<file path="src/rtl/jpeg_pkg.sv">
// jpeg_pkg: shared JPEG header-parsing types and constants.
// Holds the DHT parser state encoding, the table-geometry defaults
// and the DHT marker value.
package jpeg_pkg;

  // Parser states for the DHT segment walker.
  typedef enum logic [2:0] {
    ST_IDLE   = 3'd0,
    ST_LEN_HI = 3'd1,
    ST_LEN_LO = 3'd2,
    ST_TCTH   = 3'd3,
    ST_COUNTS = 3'd4,
    ST_VALS   = 3'd5,
    ST_HOLD   = 3'd6,
    ST_ERROR  = 3'd7
  } state_t;

  localparam int JPEG_NUM_LEN  = 16;   // BITS entries per table (code lengths 1..16)
  localparam int JPEG_MAX_VALS = 162;  // largest legal HUFFVAL list (baseline AC)

  localparam logic [7:0] DHT_MARKER = 8'hC4;  // second byte of the FFC4 marker

endpackage

</file>
<file path="src/rtl/jpeg_dht_parser.sv">
// jpeg_dht_parser: walks a DHT segment byte stream and captures one Huffman
// table at a time (Tc/Th, 16 BITS counts, HUFFVAL list) into register arrays.
// Ports: clk/rst_n; seg_start pulse + byte_in/byte_valid/byte_ready stream in;
// huff_count_out/huff_val_out/tbl_class/tbl_id/tbl_valid table out, released
// by tbl_ack; seg_done pulse at segment end; err sticky malformed flag.
module jpeg_dht_parser
  import jpeg_pkg::*;
#(
  parameter int MAX_VALS = JPEG_MAX_VALS,
  parameter int NUM_LEN  = JPEG_NUM_LEN
) (
  input  logic                     clk,
  input  logic                     rst_n,
  input  logic                     seg_start,
  input  logic [7:0]               byte_in,
  input  logic                     byte_valid,
  output logic                     byte_ready,
  output logic [NUM_LEN-1:0][7:0]  huff_count_out,
  output logic [MAX_VALS-1:0][7:0] huff_val_out,
  output logic                     tbl_class,
  output logic [1:0]               tbl_id,
  output logic                     tbl_valid,
  input  logic                     tbl_ack,
  output logic                     seg_done,
  output logic                     err
);

  localparam int CW = $clog2(NUM_LEN);
  localparam int VW = $clog2(MAX_VALS);

  state_t                    r_state;
  state_t                    w_state_nxt;
  logic [7:0]                r_len_hi;
  logic [15:0]               r_remaining;
  logic [11:0]               r_total;
  logic [VW-1:0]             r_idx;
  logic [NUM_LEN-1:0][7:0]   r_counts;
  logic [MAX_VALS-1:0][7:0]  r_vals;
  logic                      r_class;
  logic [1:0]                r_id;
  logic                      r_seg_done;
  logic                      r_err;

  logic                      w_xfer;
  logic                      w_rem_nz;
  logic [15:0]               w_lh;
  logic [11:0]               w_total_nxt;
  logic                      w_last_cnt;
  logic                      w_last_val;
  logic                      w_tcth_ok;
  logic                      w_seg_done_set;

  // seg_start wins over everything, so no byte is taken in its cycle.
  assign byte_ready = !seg_start &&
                      (r_state inside {ST_LEN_HI, ST_LEN_LO, ST_TCTH,
                                       ST_COUNTS, ST_VALS, ST_ERROR});
  assign w_xfer      = byte_valid && byte_ready;
  assign w_rem_nz    = (r_remaining != 16'd0);
  assign w_lh        = {r_len_hi, byte_in};
  assign w_total_nxt = r_total + {4'd0, byte_in};
  assign w_last_cnt  = (r_idx == VW'(NUM_LEN - 1));
  assign w_last_val  = (12'(r_idx) == r_total - 12'd1);
  assign w_tcth_ok   = (byte_in[7:5] == 3'd0) && (byte_in[3:2] == 2'd0);

  assign huff_count_out = r_counts;
  assign huff_val_out   = r_vals;
  assign tbl_class      = r_class;
  assign tbl_id         = r_id;
  assign tbl_valid      = (r_state == ST_HOLD);
  assign seg_done       = r_seg_done;
  assign err            = r_err;

  always_ff @(posedge clk or negedge rst_n) begin
    if (!rst_n) r_state <= ST_IDLE;
    else        r_state <= w_state_nxt;
  end

  // Inside a table, remaining==0 while a byte is still owed means the
  // segment length was too short for the table it claims to contain.
  always_comb begin
    w_state_nxt    = r_state;
    w_seg_done_set = 1'b0;
    if (seg_start) begin
      w_state_nxt = ST_LEN_HI;
    end else begin
      case (r_state)
        ST_IDLE:   w_state_nxt = ST_IDLE;
        ST_LEN_HI: if (w_xfer) w_state_nxt = ST_LEN_LO;
        ST_LEN_LO: if (w_xfer) begin
          if (w_lh < 16'd2) begin
            w_state_nxt = ST_ERROR;
          end else if (w_lh == 16'd2) begin
            w_state_nxt    = ST_IDLE;
            w_seg_done_set = 1'b1;
          end else begin
            w_state_nxt = ST_TCTH;
          end
        end
        ST_TCTH: begin
          if (!w_rem_nz)   w_state_nxt = ST_ERROR;
          else if (w_xfer) w_state_nxt = w_tcth_ok ? ST_COUNTS : ST_ERROR;
        end
        ST_COUNTS: begin
          if (!w_rem_nz) begin
            w_state_nxt = ST_ERROR;
          end else if (w_xfer && w_last_cnt) begin
            if (w_total_nxt > 12'(MAX_VALS)) w_state_nxt = ST_ERROR;
            else if (w_total_nxt == 12'd0)   w_state_nxt = ST_HOLD;
            else                             w_state_nxt = ST_VALS;
          end
        end
        ST_VALS: begin
          if (!w_rem_nz)                  w_state_nxt = ST_ERROR;
          else if (w_xfer && w_last_val)  w_state_nxt = ST_HOLD;
        end
        ST_HOLD: if (tbl_ack) begin
          if (w_rem_nz) begin
            w_state_nxt = ST_TCTH;
          end else begin
            w_state_nxt    = ST_IDLE;
            w_seg_done_set = 1'b1;
          end
        end
        ST_ERROR: w_state_nxt = ST_ERROR;
        default:  w_state_nxt = ST_IDLE;
      endcase
    end
  end

  always_ff @(posedge clk or negedge rst_n) begin
    if (!rst_n) begin
      r_len_hi    <= '0;
      r_remaining <= '0;
      r_total     <= '0;
      r_idx       <= '0;
      r_counts    <= '0;
      r_vals      <= '0;
      r_class     <= 1'b0;
      r_id        <= '0;
      r_seg_done  <= 1'b0;
      r_err       <= 1'b0;
    end else begin
      r_seg_done <= w_seg_done_set;
      if (seg_start)                    r_err <= 1'b0;
      else if (w_state_nxt == ST_ERROR) r_err <= 1'b1;

      if (w_xfer) begin
        case (r_state)
          ST_LEN_HI: r_len_hi <= byte_in;
          ST_LEN_LO: r_remaining <= w_lh - 16'd2;
          ST_TCTH: if (w_rem_nz) begin
            r_remaining <= r_remaining - 16'd1;
            if (w_tcth_ok) begin
              r_class  <= byte_in[4];
              r_id     <= byte_in[1:0];
              r_counts <= '0;
              r_vals   <= '0;
              r_idx    <= '0;
              r_total  <= '0;
            end
          end
          ST_COUNTS: if (w_rem_nz) begin
            r_remaining            <= r_remaining - 16'd1;
            r_counts[r_idx[CW-1:0]] <= byte_in;
            r_total                <= w_total_nxt;
            // Index restarts at 0 so the value phase writes from entry 0.
            r_idx                  <= w_last_cnt ? '0 : r_idx + VW'(1);
          end
          ST_VALS: if (w_rem_nz) begin
            r_remaining   <= r_remaining - 16'd1;
            r_vals[r_idx] <= byte_in;
            r_idx         <= r_idx + VW'(1);
          end
          default: ;
        endcase
      end
    end
  end

endmodule

</file>
<file path="config.mk">
export PLATFORM = sky130hd
export DESIGN_NAME = jpeg_dht_parser
export DESIGN_NICKNAME = d
export VERILOG_FILES = /design/src/rtl/jpeg_pkg.sv /design/src/rtl/jpeg_dht_parser.sv
export SDC_FILE = /design/constraint.sdc
export NUM_CORES = 2
export LEC_CHECK = 0
export BUFFER_PORTS_ARGS = -buffer_cell sky130_fd_sc_hd__buf_2
export CELL_PAD_IN_SITES_DETAIL_PLACEMENT = 0
export CELL_PAD_IN_SITES_GLOBAL_PLACEMENT = 1
export CORE_AREA = 2 2 556 558
export CTS_BUF_LIST = sky130_fd_sc_hd__clkbuf_4
export CTS_CLUSTER_SIZE = 10
export DETAILED_ROUTE_END_ITERATION = 7
export DIE_AREA = 0 0 558 560
export GPL_TIMING_DRIVEN = 0
export PLACE_DENSITY = 0.42
export SKIP_LAST_GASP = 1
export SYNTH_ARGS = -nofsm -noshare
export SYNTH_HDL_FRONTEND = slang
export SYNTH_SLANG_ARGS = --single-unit
</file>
<file path="constraint.sdc">
create_clock -name clk -period 3.05 [get_ports clk]
set_clock_uncertainty 0.1 [all_clocks]
set_input_delay 0.1525 -clock clk [delete_from_list [all_inputs] [get_ports clk]]
set_output_delay 0.1525 -clock clk [all_outputs]
set_load 0.02 [all_outputs]
</file>
==> After elaboration in Yosys (flattened, before gate mapping) <==
Index checks and enable logic that the tools add are counted.
{ "word_totals": {"regBits": 1476, "out_inout_bits": 1431, "elab_cells": 292} }
{ "op_classes": {"addsub": 5, "n_lt_le_gt_ge": 6, "eq_ne": 16, "mux": 52, "reduce_logical": 26} }
{ "op_table": {"columns": ["op", "n"], "rows": [
  ["1296-bit 2-to-1 mux", 3],
  ["1296-bit one-hot mux with 2 select lines", 1],
  ["1296-bit bitwise mux", 1],
  ["128-bit 2-to-1 mux", 3],
  ["128-bit one-hot mux with 2 select lines", 1],
  ["128-bit bitwise mux", 1],
  ["8-bit demux with 8-bit select", 1],
  ["8-bit 2-to-1 mux", 7],
  ["12-bit 2-to-1 mux", 3],
  ["3-bit 2-to-1 mux", 11],
  ["8-bit demux with 4-bit select", 1],
  ["16-bit one-hot mux with 2 select lines", 1],
  ["12-bit one-hot mux with 2 select lines", 1],
  ["3-bit one-hot mux with 8 select lines", 1],
  ["8-bit one-hot mux with 3 select lines", 1],
  ["16-bit by 2-bit equality test with 1-bit output, second input constant", 1],
  ["16-bit by 2-bit less-than comparator with 1-bit output, second input constant", 1],
  ["16-bit 2-to-1 mux", 1],
  ["16-bit nonzero test", 1],
  ["16-bit by 1-bit subtractor with 16-bit output, second input constant", 1],
  ["16-bit by 2-bit subtractor with 16-bit output, second input constant", 1],
  ["3-bit equality test, second input constant", 5],
  ["12-bit by 8-bit adder with 12-bit output", 1],
  ["8-bit by 12-bit equality test with 1-bit output", 1],
  ["other kinds (29)", 55]
]} }

==> Longest topological paths before layout <==
{ "logic_depth": {"ltp_word": 12, "depth_mapped": 12, "depth_no_buf": 10} }

==> Worst setup path before layout <==
Ideal clock, no wire load.
{ "synth_path": {"kind": "register to register", "startpoint": "reg r_total[0]", "endpoint": "reg r_err, in the netlist err", "arrival_time_ps": 2653, "t_required_ps": 2846, "path_slack_ps": 193, "stages_incl_launch_ff": 11, "cell_sequence": "dfrtp_1 -> ha_1 -> fa_1 -> a21o_1 -> a22oi_1 -> and2b_1 -> xnor2_1 -> or4_1 -> a21oi_1 -> nor3_1 -> o41ai_2"} }
{ "synth_via": {"elab_chain_len": 10} }
{ "synth_lines": {"columns": ["item", "line_no", "source"], "rows": [
  ["start, declared", "jpeg_dht_parser.sv:35", "logic [11:0] r_total;"],
  ["start signal, assigned", "jpeg_dht_parser.sv:165", "r_total <= w_total_nxt;"],
  ["parallel branches: the longest is 6 deep, another holds 12-bit by 8-bit adder with 12-bit output", null, null],
  ["3-bit one-hot mux with 8 select lines *", "jpeg_dht_parser.sv:86", "case (r_state)"],
  ["3-bit 2-to-1 mux *", "jpeg_dht_parser.sv:83", "if (seg_start) begin"],
  ["3-bit equality test *", "jpeg_dht_parser.sv:145", "else if (w_state_nxt == ST_ERROR) r_err <= 1'b1;"],
  ["2-bit nonzero test (no line) *", null, null],
  ["end signal, assigned", "jpeg_dht_parser.sv:141", "r_err <= 1'b0;"],
  ["end signal, assigned", "jpeg_dht_parser.sv:144", "if (seg_start) r_err <= 1'b0;"],
  ["end signal, assigned", "jpeg_dht_parser.sv:145", null],
  ["end, declared", "jpeg_dht_parser.sv:42", "logic r_err;"]
]} }
Every way passes the cells marked *.
A chain may end at the register's enable or synchronous reset.

==> Worst setup path after layout <==
{ "layout_path": {"startpoint": "in byte_in[1]", "endpoint": "reg r_err, in the netlist err"} }
{ "layout_via": {"elab_chain_len": 10} }
{ "layout_lines": {"columns": ["item", "line_no", "source"], "rows": [
  ["start, declared", "jpeg_dht_parser.sv:15", "input logic [7:0] byte_in,"],
  ["parallel branches: the longest is 6 deep, another holds 12-bit by 8-bit adder with 12-bit output", null, null],
  ["3-bit one-hot mux with 8 select lines *", "jpeg_dht_parser.sv:86", null],
  ["3-bit 2-to-1 mux *", "jpeg_dht_parser.sv:83", null],
  ["3-bit equality test *", "jpeg_dht_parser.sv:145", null],
  ["2-bit nonzero test (no line) *", null, null]
]} }
Marked as above.

==> impl_metrics.yaml <==
status:
  status: "complete, but fails checks"
  failed_checks: "negative hold slack, negative setup slack"
synth:
  yosys.area.top_type_share: 0.665
  yosysTopAreaCell: "dfrtp_1"
  synth_most_common_cell: "nand2_1"
  async_flop_share: 1.00
  ys_ff_latch: 1476
  yosys.area_share.adder: 0.00374
  synthMuxAreaShare: 0.00198
  synth_warnings: 0
  synth_top_family_by_area: "simple AND/OR/NAND/NOR gates"
  netlist_instances: 5542
  postSynthAreaPerCell_sq_um: 10.0
  synth_top_flop_cell: "dfrtp_1"
  synth_fp_nets: 5571
  yosysUniqueCellTypes: 72
  synth_compound_area_frac: 0.147
  ys_seq_area_frac: 0.665
  synth_edf_count: 0
  yosys.area_share.simple: 0.157
  synth_area_leaders: "dfrtp_1 67%, nand2_1 13%, o21ai_0 11%, o21ai_1 2.5%, clkbuf_1 1.2%"
  syn_area_sq_um: 55500
  synth_xor_area_frac: 0.00505
  synthTopCellsByCount: "1,899 x nand2_1, 1,476 x dfrtp_1, 1,199 x o21ai_0"
power_and_ir_drop:
  p_leak_uw: 0.0378
  irDropWorstVdd_uv: 267
  power_density_nw_per_um2: 548
die:
  core_area_sq_um: 307000
  floorplan.die.height_um: 560
  dieArea_sq_um: 312000
  rows: 204
  die_w_um: 558
  ioPinCount: 1444
  initial_core_util: 0.181
sta:
  finalCritPeriodShare: 1.01
  rsz0062_at_grt: "yes"
  timing.final.crit_period_ns: 3.07
  setup_violations: 1
  worst_slack_ns: -0.0168
  tightestPinTransition_ns: 1.14
  slew_headroom: 0.240
  whs_ns: -0.545
  hold_viol: 141
  drv_slew: 0
  max_freq_mhz: 326
clock_tree:
  htree_levels: 5
  cts-root-buf: "clkbuf_4"
  tritoncts: "yes"
  clkLatencyLatePin_ns: 1.33
  cts.sinks: 1476
  cts.path.max_buffers: 4
  numCtsBuffers: 447
  clk_pin_slew_worst_paths_ns: 0.06
final_layout:
  final_net_count: 7568
  multiInputGateArea_sq_um: 18000
  syn_to_final_growth_pct: 38.0
  post-route-util: 0.250
  layout-drive-gt1-share: 0.336
  seq_area_sq_um: 36900
  finalNonFillerCells: 12000
  n_fill_cell: 33700
setup_path:
  worstPathArrival_ns: 4.17
  reg2reg_depth: 10
  crit_path_end_kind: "register"
  cp_data_required_time_ns: 4.15
  path_class: "primary input to register"
  cp_max_fo: 7
  start_kind: "primary input"
worst_hold_path:
  hold_path.class: "primary input to async pin"
place:
  gp_congestion: 0.823
  dp.cells: 11100
  pre_cts_slack_ns: -2.20
  numPortBuffers: 1443
  dp_hpwl_um: 256000
routing:
  routed_wl_um: 350000
  drc: 0
  routedWlPerCell_um: 29.2
  first_iter_violations: 3369
  drt_first_pass_iters: 5
  route.vias.total: 51300
  vias_per_cell: 4.28
  ant_nets: 0
run:
  drv_cap: 0
global_routing:
  grt_pass1_wl_um: 464000
  grt_pass1_vias: 52100
  grt_max_degree: 158
  overflow: 0
  antenna_found_initial: 43
  grt.total_usage: 0.215
-- power breakdown --
group          leakage, uW  internal, uW  switching (uW)
Combinational       0.0140           702            1570
Sequential          0.0206         19800             264
Clock              0.00330         10000            9620
Total               0.0378         30600           11500
-- worst max-delay path, cell delays in order --
cell	delay, ns
dlygate4sd3_1	0.56
buf_2	0.17
dlygate4sd3_1	1.17
fa_2	0.40
buf_4	0.12
nand2_1	0.05
a2bb2oi_1	0.16
a211oi_2	0.29
o21ai_1	0.14
or4_1	0.51
a21oi_2	0.16
nor3_1	0.09
o41ai_2	0.19
-- registers in the layout (all words and copies together) (netlist names), 2 cells and up --
name            count
huff_count_out    128
huff_val_out     1296
r_idx               8
r_len_hi            8
r_remaining        16
r_state             3
r_total            12
tbl_id              2
-- per-stage QoR --
step | power (uW) | hold WS (ns) | TNS (ns) | instance area, sq um
floorplan | 21300 | -0.243 | 0 | 55500
global placement | 22400 | 0.333 | - | 67900
detailed placement | 22500 | 0.0210 | -1815.86 | 68600
CTS | 42800 | -0.848 | -0.0420 | 75800
global route | 44200 | -0.669 | -0.726 | 76600
finish | 42000 | -0.545 | -0.0168 | 76600
-- per-layer routing --
| metal | part of all wire | vias to the layer above | GRT usage |
|---|---|---|---|
| li1 | - | 22900 | - |
| met1 | 0.39 | 25800 | 0.251 |
| met2 | 0.47 | 2095 | 0.356 |
| met3 | 0.094 | 538 | 0.0768 |
| met4 | 0.044 | 10 | 0.0881 |
| met5 | 0.00019 | - | 0 |
-- path summary, 6_finish.rpt --
kind,to,slack (ns),start
setup / recovery,err,-0.02,byte_in[1]
hold / removal,huff_count_out[118],-0.54,rst_n
setup reg to reg,huff_val_out[681],0.05,r_state[1]
hold reg to reg,huff_val_out[249],0.37,huff_val_out[249]
max in group asynchronous,huff_val_out[1178],0.24,rst_n
min in group clk,huff_val_out[1288],0.10,byte_in[0]
-- what timing repair did --
action,CTS,global route
setup endpoints to repair,1444,1080
buffers inserted,23,16
endpoints found under the hold margin,1806,298
gates resized for setup,320,180
gates cloned,1,9
hold buffers,36,4
pin swaps,6,2
-- cell type report --
| class | count | share of cell area |
|---|---|---|
| multi-input combinational | 3809 | 0.235 |
| sequential | 1476 | 0.482 |
| tap | 4120 | 0.0673 |
| clock inverter | 88 | 0.00743 |
| timing repair buffer | 1557 | 0.118 |
| antenna | 25 | 0.000816 |
| inverter | 16 | 0.000784 |
| clock buffer | 658 | 0.0645 |
| buffer | 232 | 0.0237 |
-- cells in the final DEF, fill, tap and decap left out, drive strengths merged, types with 5 or more instances in the layout --
cell type / n
a21o: 7
a21oi: 32
a31oi: 6
and2: 16
and3: 6
buf: 1590
clkbuf: 827
clkinv: 71
dfrtp: 1476
diode: 25
dlygate4sd3: 29
ha: 15
inv: 28
mux2: 8
nand2: 1988
nand2b: 15
nand3: 17
nor2: 46
nor2b: 6
nor3: 30
nor4: 9
o21a: 6
o21ai: 1486
o31ai: 8
or2: 5
or3: 6
or4: 5
xnor2: 19
xor2: 13
-- kinds of logic (layout without fill, tap and decap cells) --
| kind of cell | count (synthesis) | in the layout |
|---|---|---|
| xor+xnor | 32 | 32 |
| other cells | 0 | 25 |
| simple gates | 2164 | 2167 |
| buf+inv | 260 | 2551 |
| compound gates | 1584 | 1584 |
| mux | 10 | 10 |
| flops | 1476 | 1476 |
| fa+ha+maj | 16 | 16 |
(Power assumes the default switching activity.)
